[src/rtl/mem_burst_master_if.sv]
// Bus bundle for mem_burst_master: command, write-beat and read-beat
// channels plus the simple single-port memory side.
//
// Handshakes: each channel transfers exactly on a cycle where both valid and
// ready are high at posedge clk. The sender keeps its payload stable while
// valid is high and ready is low. The receiver may raise ready without valid.
interface mem_burst_master_if #(
  parameter int LEN_W = 8
);
  logic             cmd_valid;
  logic             cmd_ready;
  logic             cmd_write;
  logic [9:0]       cmd_addr;
  logic [LEN_W-1:0] cmd_len;
  logic             wr_valid;
  logic             wr_ready;
  logic [7:0]       wr_data;
  logic             rd_valid;
  logic             rd_ready;
  logic [7:0]       rd_data;
  logic             done;
  logic             mem_rw_select;
  logic [9:0]       mem_address;
  logic [7:0]       mem_data_in;
  logic [7:0]       mem_data_out;

  modport master (
    input  cmd_valid, cmd_write, cmd_addr, cmd_len,
    input  wr_valid, wr_data, rd_ready, mem_data_out,
    output cmd_ready, wr_ready, rd_valid, rd_data, done,
    output mem_rw_select, mem_address, mem_data_in
  );

  modport slave (
    output cmd_valid, cmd_write, cmd_addr, cmd_len,
    output wr_valid, wr_data, rd_ready, mem_data_out,
    input  cmd_ready, wr_ready, rd_valid, rd_data, done,
    input  mem_rw_select, mem_address, mem_data_in
  );
endinterface

[src/rtl/mem_burst_master.sv]
// Burst master: takes a burst command, then streams write beats into a
// memory with 1-cycle registered read latency, or reads beats out of it one
// at a time (issue, capture, hold until consumed). done pulses for one cycle
// after the final beat of every burst.
module mem_burst_master #(
  parameter int LEN_W = 8
) (
  input  logic                   clk,
  input  logic                   rst_n,
  mem_burst_master_if.master     bus,
  output logic [2:0]             dbg_state
);

  typedef enum logic [2:0] {
    S_IDLE     = 3'd0,
    S_WRITE    = 3'd1,
    S_RD_ISSUE = 3'd2,
    S_RD_CAPT  = 3'd3,
    S_RD_HOLD  = 3'd4,
    S_DONE     = 3'd5
  } state_t;

  state_t           state_q, state_d;
  logic [9:0]       addr_q;
  logic [LEN_W-1:0] cnt_q;
  logic [7:0]       rd_data_q;
  logic             rd_valid_q;
  logic             cmd_fire;
  logic             wr_beat;
  logic             rd_beat;
  logic             last_beat;

  assign last_beat = (cnt_q == '0);

  // State register; reset aborts any burst in progress.
  always_ff @(posedge clk) begin
    if (!rst_n) state_q <= S_IDLE;
    else        state_q <= state_d;
  end

  // Next-state and handshake decode. Write beats are gated by rst_n so that
  // the memory sees no write strobe in a cycle where reset is asserted.
  always_comb begin
    state_d       = state_q;
    bus.cmd_ready = 1'b0;
    bus.wr_ready  = 1'b0;
    bus.done      = 1'b0;
    cmd_fire      = 1'b0;
    wr_beat       = 1'b0;
    rd_beat       = 1'b0;
    case (state_q)
      S_IDLE: begin
        bus.cmd_ready = 1'b1;
        if (bus.cmd_valid) begin
          cmd_fire = 1'b1;
          state_d  = bus.cmd_write ? S_WRITE : S_RD_ISSUE;
        end
      end
      S_WRITE: begin
        bus.wr_ready = rst_n;
        if (bus.wr_valid && rst_n) begin
          wr_beat = 1'b1;
          if (last_beat) state_d = S_DONE;
        end
      end
      S_RD_ISSUE: state_d = S_RD_CAPT;
      S_RD_CAPT:  state_d = S_RD_HOLD;
      S_RD_HOLD: begin
        if (bus.rd_ready) begin
          rd_beat = 1'b1;
          state_d = last_beat ? S_DONE : S_RD_ISSUE;
        end
      end
      S_DONE: begin
        bus.done = 1'b1;
        state_d  = S_IDLE;
      end
      default: state_d = S_IDLE;
    endcase
  end

  // Burst datapath: address/beat counter, read capture and read-valid flag.
  always_ff @(posedge clk) begin
    if (!rst_n) begin
      addr_q     <= '0;
      cnt_q      <= '0;
      rd_data_q  <= '0;
      rd_valid_q <= 1'b0;
    end else begin
      if (cmd_fire) begin
        addr_q <= bus.cmd_addr;
        cnt_q  <= bus.cmd_len;
      end
      if (wr_beat || rd_beat) begin
        addr_q <= addr_q + 10'd1;
        if (!last_beat) cnt_q <= cnt_q - LEN_W'(1);
      end
      if (state_q == S_RD_CAPT) begin
        rd_data_q  <= bus.mem_data_out;
        rd_valid_q <= 1'b1;
      end
      if (rd_beat) rd_valid_q <= 1'b0;
    end
  end

  assign bus.rd_valid      = rd_valid_q;
  assign bus.rd_data       = rd_data_q;
  assign bus.mem_rw_select = wr_beat;
  assign bus.mem_address   = addr_q;
  assign bus.mem_data_in   = bus.wr_data;
  assign dbg_state         = state_q;

endmodule

[src/flat_wrapper.sv]
// flat-port wrapper written by rule: the top's interface ports become plain ports
module mem_burst_master_flat 
#(
  parameter int LEN_W = 8
)
  (clk, rst_n, dbg_state, bus_cmd_valid, bus_cmd_write, bus_cmd_addr, bus_cmd_len, bus_wr_valid, bus_wr_data, bus_rd_ready, bus_mem_data_out, bus_cmd_ready, bus_wr_ready, bus_rd_valid, bus_rd_data, bus_done, bus_mem_rw_select, bus_mem_address, bus_mem_data_in);
  mem_burst_master_if #(.LEN_W(LEN_W)) bus_i ();
  input  logic clk;
  input  logic rst_n;
  output logic [2:0] dbg_state;
  input wire logic [$bits(bus_i.cmd_valid)-1:0] bus_cmd_valid;
  input wire logic [$bits(bus_i.cmd_write)-1:0] bus_cmd_write;
  input wire logic [$bits(bus_i.cmd_addr)-1:0] bus_cmd_addr;
  input wire logic [$bits(bus_i.cmd_len)-1:0] bus_cmd_len;
  input wire logic [$bits(bus_i.wr_valid)-1:0] bus_wr_valid;
  input wire logic [$bits(bus_i.wr_data)-1:0] bus_wr_data;
  input wire logic [$bits(bus_i.rd_ready)-1:0] bus_rd_ready;
  input wire logic [$bits(bus_i.mem_data_out)-1:0] bus_mem_data_out;
  output wire logic [$bits(bus_i.cmd_ready)-1:0] bus_cmd_ready;
  output wire logic [$bits(bus_i.wr_ready)-1:0] bus_wr_ready;
  output wire logic [$bits(bus_i.rd_valid)-1:0] bus_rd_valid;
  output wire logic [$bits(bus_i.rd_data)-1:0] bus_rd_data;
  output wire logic [$bits(bus_i.done)-1:0] bus_done;
  output wire logic [$bits(bus_i.mem_rw_select)-1:0] bus_mem_rw_select;
  output wire logic [$bits(bus_i.mem_address)-1:0] bus_mem_address;
  output wire logic [$bits(bus_i.mem_data_in)-1:0] bus_mem_data_in;
  assign bus_i.cmd_valid = bus_cmd_valid;
  assign bus_i.cmd_write = bus_cmd_write;
  assign bus_i.cmd_addr = bus_cmd_addr;
  assign bus_i.cmd_len = bus_cmd_len;
  assign bus_i.wr_valid = bus_wr_valid;
  assign bus_i.wr_data = bus_wr_data;
  assign bus_i.rd_ready = bus_rd_ready;
  assign bus_i.mem_data_out = bus_mem_data_out;
  assign bus_cmd_ready = bus_i.cmd_ready;
  assign bus_wr_ready = bus_i.wr_ready;
  assign bus_rd_valid = bus_i.rd_valid;
  assign bus_rd_data = bus_i.rd_data;
  assign bus_done = bus_i.done;
  assign bus_mem_rw_select = bus_i.mem_rw_select;
  assign bus_mem_address = bus_i.mem_address;
  assign bus_mem_data_in = bus_i.mem_data_in;
  mem_burst_master #(.LEN_W(LEN_W)) u_core (.clk(clk), .rst_n(rst_n), .bus(bus_i), .dbg_state(dbg_state));
endmodule
[config.mk]
export PLATFORM = sky130hd
export DESIGN_NAME = mem_burst_master_flat
export DESIGN_NICKNAME = d
export VERILOG_FILES = /design/src/rtl/mem_burst_master_if.sv /design/src/rtl/mem_burst_master.sv /design/src/flat_wrapper.sv
export SDC_FILE = /design/constraint.sdc
export NUM_CORES = 1
export LEC_CHECK = 0
export ABC_AREA = 1
export CAP_MARGIN = 40
export CORE_UTILIZATION = 42
export CTS_CLUSTER_DIAMETER = 60
export DETAILED_ROUTE_END_ITERATION = 7
export PLACE_DENSITY = 0.78
export SYNTH_ARGS = -nofsm -noshare
export SYNTH_HDL_FRONTEND = slang
export SYNTH_SLANG_ARGS = --single-unit
[constraint.sdc]
create_clock -name clk -period 3 [get_ports clk]
set_input_delay 0.3 -clock clk [delete_from_list [all_inputs] [get_ports clk]]
set_output_delay 0.3 -clock clk [all_outputs]
set_load 0.02 [all_outputs]
After elaboration in Yosys (flattened, before gate mapping)
Index checks and enable logic that the tools add are counted.
Storage, ports and cells
  bits of input ports: 40
  output and inout port bits: 34
  word-level logic and storage cells: 45
  bits in registers: 30
Operators by class
  bitwise logic cells: 1
  multiplexer cells: 21
  eq/ne operators: 9
  $add $sub $neg: 2
  reductions and logical operators: 7
Operators by type and width (count)
  2-to-1 mux 8 bit: 3
  2-to-1 mux 10 bit: 2
  2-to-1 mux 3 bit: 5
  one-hot mux 3 bit (5 select lines): 1
  adder 10 x 1 -> 10 bit, second input constant: 1
  2-to-1 mux 1 bit: 9
  zero test 8 bit: 1
  subtractor 8 x 1 -> 8 bit, second input constant: 1
  equality test 3 x 2 -> 1 bit, second input constant: 2
  equality test 3 bit, second input constant: 2
  inequality test 2 x 1 -> 1 bit, second input constant: 2
  inequality test 2 bit, second input constant: 2
  AND reduction 4 bit: 1
  equality test 3 x 1 -> 1 bit, second input constant: 1
  zero test 3 bit: 1
  2-to-1 mux 2 bit: 1
  nonzero test 2 bit: 1
  OR reduction 2 bit: 1
  logical AND 1 bit: 1
  logical OR 1 bit: 1
  inverter 1 bit: 1

Longest topological paths before layout
  depth after elaboration: 5
  mapped depth: 10
  gate-level depth less buffers: 10

Least setup slack after synthesis
OpenSTA, ideal clock, no wires.
  kind: reg-to-reg
  start: register u_core.state_q[0] (netlist: u_core.dbg_state[0])
  end: register u_core.addr_q[4] (netlist: u_core.bus.mem_address[4])
  arrival time: 1514 ps
  path slack: 1354 ps
  period minus slack after synthesis: 1646 ps
  path buffers: 1
  stages on the path, launching flop included: 7
  setup time: 132 ps
  required time: 2868 ps
  cells stage by stage: dfxtp_1 > nand3_2 > nor2_1 > nor2_1 > buf_4 > o21ai_1 > a21oi_1
Between the ends
  word-level cells in the longest chain between the ends: 4
  elaborated cells on any way between the ends: 9
  classes of those cells: eq/ne (2); mux (4); reduce/logical (3)
Ends and longest elaborated chain
  start, declared: line mem_burst_master.sv:23  | state_t state_q, state_d;
  start signal, assigned: line mem_burst_master.sv:38  | else state_q <= state_d;
  equality test 3 x 1 -> 1 bit *: line mem_burst_master.sv:51  | case (state_q)
  2-to-1 mux 1 bit *: line mem_burst_master.sv:51
  via bus_mem_rw_select: line flat_wrapper.sv:24  | output wire logic [$bits(bus_i.mem_rw_select)-1:0] bus_mem_rw_select;
  logical OR 1 bit *: line mem_burst_master.sv:94  | if (wr_beat || rd_beat) begin
  2-to-1 mux 10 bit or nonzero test 2 bit (tied branches)
  end signal, assigned: line mem_burst_master.sv:91  | addr_q <= bus.cmd_addr;
  end signal, assigned: line mem_burst_master.sv:95  | addr_q <= addr_q + 10'd1;
  end, declared: line mem_burst_master.sv:24  | logic [9:0] addr_q;
Mark *: on every way through the listed nets, which the timed path passes. The rest lies on a longest branch.
A chain may end at the register's enable or synchronous reset.

Worst setup path after layout
  start: input rst_n
  end: output bus_wr_ready
Between the ends
  word-level cells in the longest chain between the ends: 1
Ends and longest elaborated chain
  start, declared: line flat_wrapper.sv:9  | input logic rst_n;
  2-to-1 mux 1 bit: line mem_burst_master.sv:51
  end, declared: line flat_wrapper.sv:20  | output wire logic [$bits(bus_i.wr_ready)-1:0] bus_wr_ready;
No other way between the ends.

==> flow_metrics.py <==
metrics = {
    "outcome": {
        "status": "completed",
    },
    "timing": {
        "finalCritPeriodShare_pct": 87.5,
        "finalHoldViolCount": 0,
        "setup_viol": 0,
        "slew_headroom_pct": 62.1,
        "tightest_slew_ns": 0.567,
        "max_freq_mhz": 381,
        "period_minus_slack_ns": 2.63,
        "rsz0062_at_grt": "false",
        "finClkSkew_ns": 0.00221,
        "finalSetupTns_ns": 0,
        "slew_viol_final": 0,
    },
    "drt": {
        "firstDrtPassIters": 5,
        "drt_first_iter_violations": 97,
        "drt-wirelength-per-cell_um": 10.9,
        "num_vias": 1987,
        "drc_errors": 0,
        "routed_wl_mm": 4.37,
        "postRouteAntennaNets": 0,
        "post_drt_via_cell_ratio": 4.96,
    },
    "synthesis": {
        "netlist_area_um2": 1870,
        "ys_ff_latch": 30,
        "synth.distinct_cells": 27,
        "yosys_warnings": 0,
        "synth.avg_cell_area_um2": 6.24,
        "synth_nets": 341,
        "yosysSeqAreaShare_pct": 32.2,
        "postSynthCellCount": 299,
    },
    "job": {
        "drv_cap": 0,
    },
    "grt": {
        "grt_use_met2_pct": 35.8,
        "met3_usage_pct": 6.58,
        "top_usage_layer": "met2",
        "grt_max_degree": 22,
        "grt.overflow.total": 0,
        "grtUsageMet1_pct": 23.3,
        "grt_usage_pct": 20.2,
        "antenna_found_initial": 0,
        "first_global_vias": 1664,
        "grt_pass1_wl_mm": 7.03,
    },
    "worst_setup_path": {
        "critPathKind": "in2out",
        "critPathMostFrequentCell": "clkdlybuf4s50_1",
        "crit_arrival_ns": 2.33,
        "worstPathMaxFanout": 19,
        "slowest_delay_ns": 0.83,
        "critPathCaptureType": "output port",
        "crit_slowest_cell": "clkdlybuf4s50_1",
        "ff2ff_setup_slack_ns": 1.47,
        "crit_buf_inv": 3,
        "crit_chain": "clkdlybuf4s50_1, inv_1, nor2_1, clkdlybuf4s50_1",
        "critPathTopFamily": "buffers and inverters",
        "startpoint_type": "input port",
        "crit_required_ns": 2.70,
    },
    "clock_tree": {
        "cts_setup_buffers": 0,
        "h-tree-depth": 2,
        "cts_buffer_depth": 2,
        "hold_buffers": 0,
        "clk_pin_slew_ns": 0.06,
        "cts_inserted_buffers": 5,
        "clk_latency_ns": 0.28,
        "cts-root-buf": "clkbuf_8",
        "cts.sinks": 30,
        "cts_tree": "done",
        "post_cts_resized": 0,
    },
    "layout": {
        "diodes": 0,
        "seq_area_um2": 601,
        "fillers": 418,
        "final_common_cell": "nand2_1",
        "finalNetCount": 393,
        "area_growth_pct": 33.3,
        "fin_util_pct": 60.1,
        "multiInputGateArea_um2": 1040,
        "final_cell_mix": "77 x nand2_1, 57 x clkdlybuf4s50_1, 55 x nor2_1",
        "drive_above_1_share_pct": 6.55,
    },
    "power": {
        "p_leak_nw": 1.06,
        "vdd.ir_drop.worst_mv": 0.423,
        "p_per_area_nw_per_um2": 867,
    },
    "die": {
        "num_io_pins": 74,
        "die_area_um2": 4720,
        "core-area_um2": 4140,
        "rows": 23,
        "fp.dieW_um": 68.7,
        "initial_core_util_pct": 45.0,
        "dieHeight_um": 68.7,
    },
    "placed_design": {
        "io_buffers": 57,
        "place.detailed.hpwl_mm": 3.27,
        "gp_congestion": 0.901,
    },
    "hold_path": {
        "hold_path.class": "reg2reg",
    },
}
worst register-to-register path: stages, from the launching register on:
cell,delay [ns]
dfxtp_1,0.39
inv_2,0.13
nand2_1,0.08
nor2_2,0.16
nand2_2,0.08
nand2_4,0.19
nand2_4,0.12
inv_2,0.12
nand2_1,0.06
nand2_1,0.05
nor2_1,0.05
layout make-up:
| class | count | area share, % |
|---|---|---|
| repair buffers | 59 | 23.5 |
| well taps | 50 | 2.51 |
| clock buffers | 7 | 3.07 |
| inverters | 32 | 4.83 |
| flip-flops and latches | 30 | 24.1 |
| multi-input cells | 223 | 41.9 |
metal layers:
layer	routed length, um	up-vias
met1	1950	871
met4	27	0
met3	293	6
met5	0	-
met2	2100	65
li1	-	1045
metrics by stage:
stage	setup slack (ns)	hold WS [ns]	cells	area (um2)	power (mW)
2_1_floorplan	1.35	0.467	299	1870	1.50
4_1_cts	0.410	0.495	401	2490	2.16
3_5_place_dp	0.404	0.478	394	2410	1.86
5_1_grt	0.238	0.514	401	2490	2.35
6_report	0.374	0.493	401	2490	2.16
3_3_place_gp	0.419	0.465	394	2410	1.85
synthesized netlist by cell type, drive strengths merged:
cell    count  share of area [%]
xor2        4                1.9
nor2       57                 12
inv        31                6.2
o21ai      33                9.0
nand2      83                 18
dfxtp      30                 32
nand4       2               0.67
ha          2                1.3
nor3        3                1.4
nand3      20                5.6
nand3b      2               0.80
a31oi       1               0.34
a21oi      16                4.3
clkinv      1               0.20
clkbuf      2               0.40
buf        12                5.1
report_power, final:
part           internal, mW  switching, mW
Clock                 0.159          0.138
Combinational         0.489          0.717
Sequential            0.517          0.138
path summary, 6_finish.rpt:
kind                         start               endpoint  cells past startpoint
max                          rst_n           bus_wr_ready                      4
min reg2reg  u_core.bus.rd_data[2]  u_core.bus.rd_data[2]                      2
max reg2reg    u_core.dbg_state[1]        u_core.cnt_q[1]                     10
min          u_core.bus.rd_data[2]  u_core.bus.rd_data[2]                      2
sequential cells by signal (all words and copies together), names as in the netlist:
register	count
u_core.bus.mem_address	10
u_core.bus.rd_data	8
u_core.bus.rd_valid	1
u_core.cnt_q	8
u_core.dbg_state	3
logic make-up (layout without fill, tap and decap cells):
| kind of cell | Yosys count | after routing | synth area share [%] |
|---|---|---|---|
| buffers and inverters | 46 | 98 | 11.9 |
| AOI/OAI and AO/OA | 50 | 50 | 13.7 |
| adders and majority gates | 2 | 2 | 1.34 |
| and+or+nand+nor | 167 | 167 | 39.0 |
| DFF | 30 | 30 | 32.2 |
| xor gates and xnor gates | 4 | 4 | 1.88 |
Power figures use the tool's default switching activity.
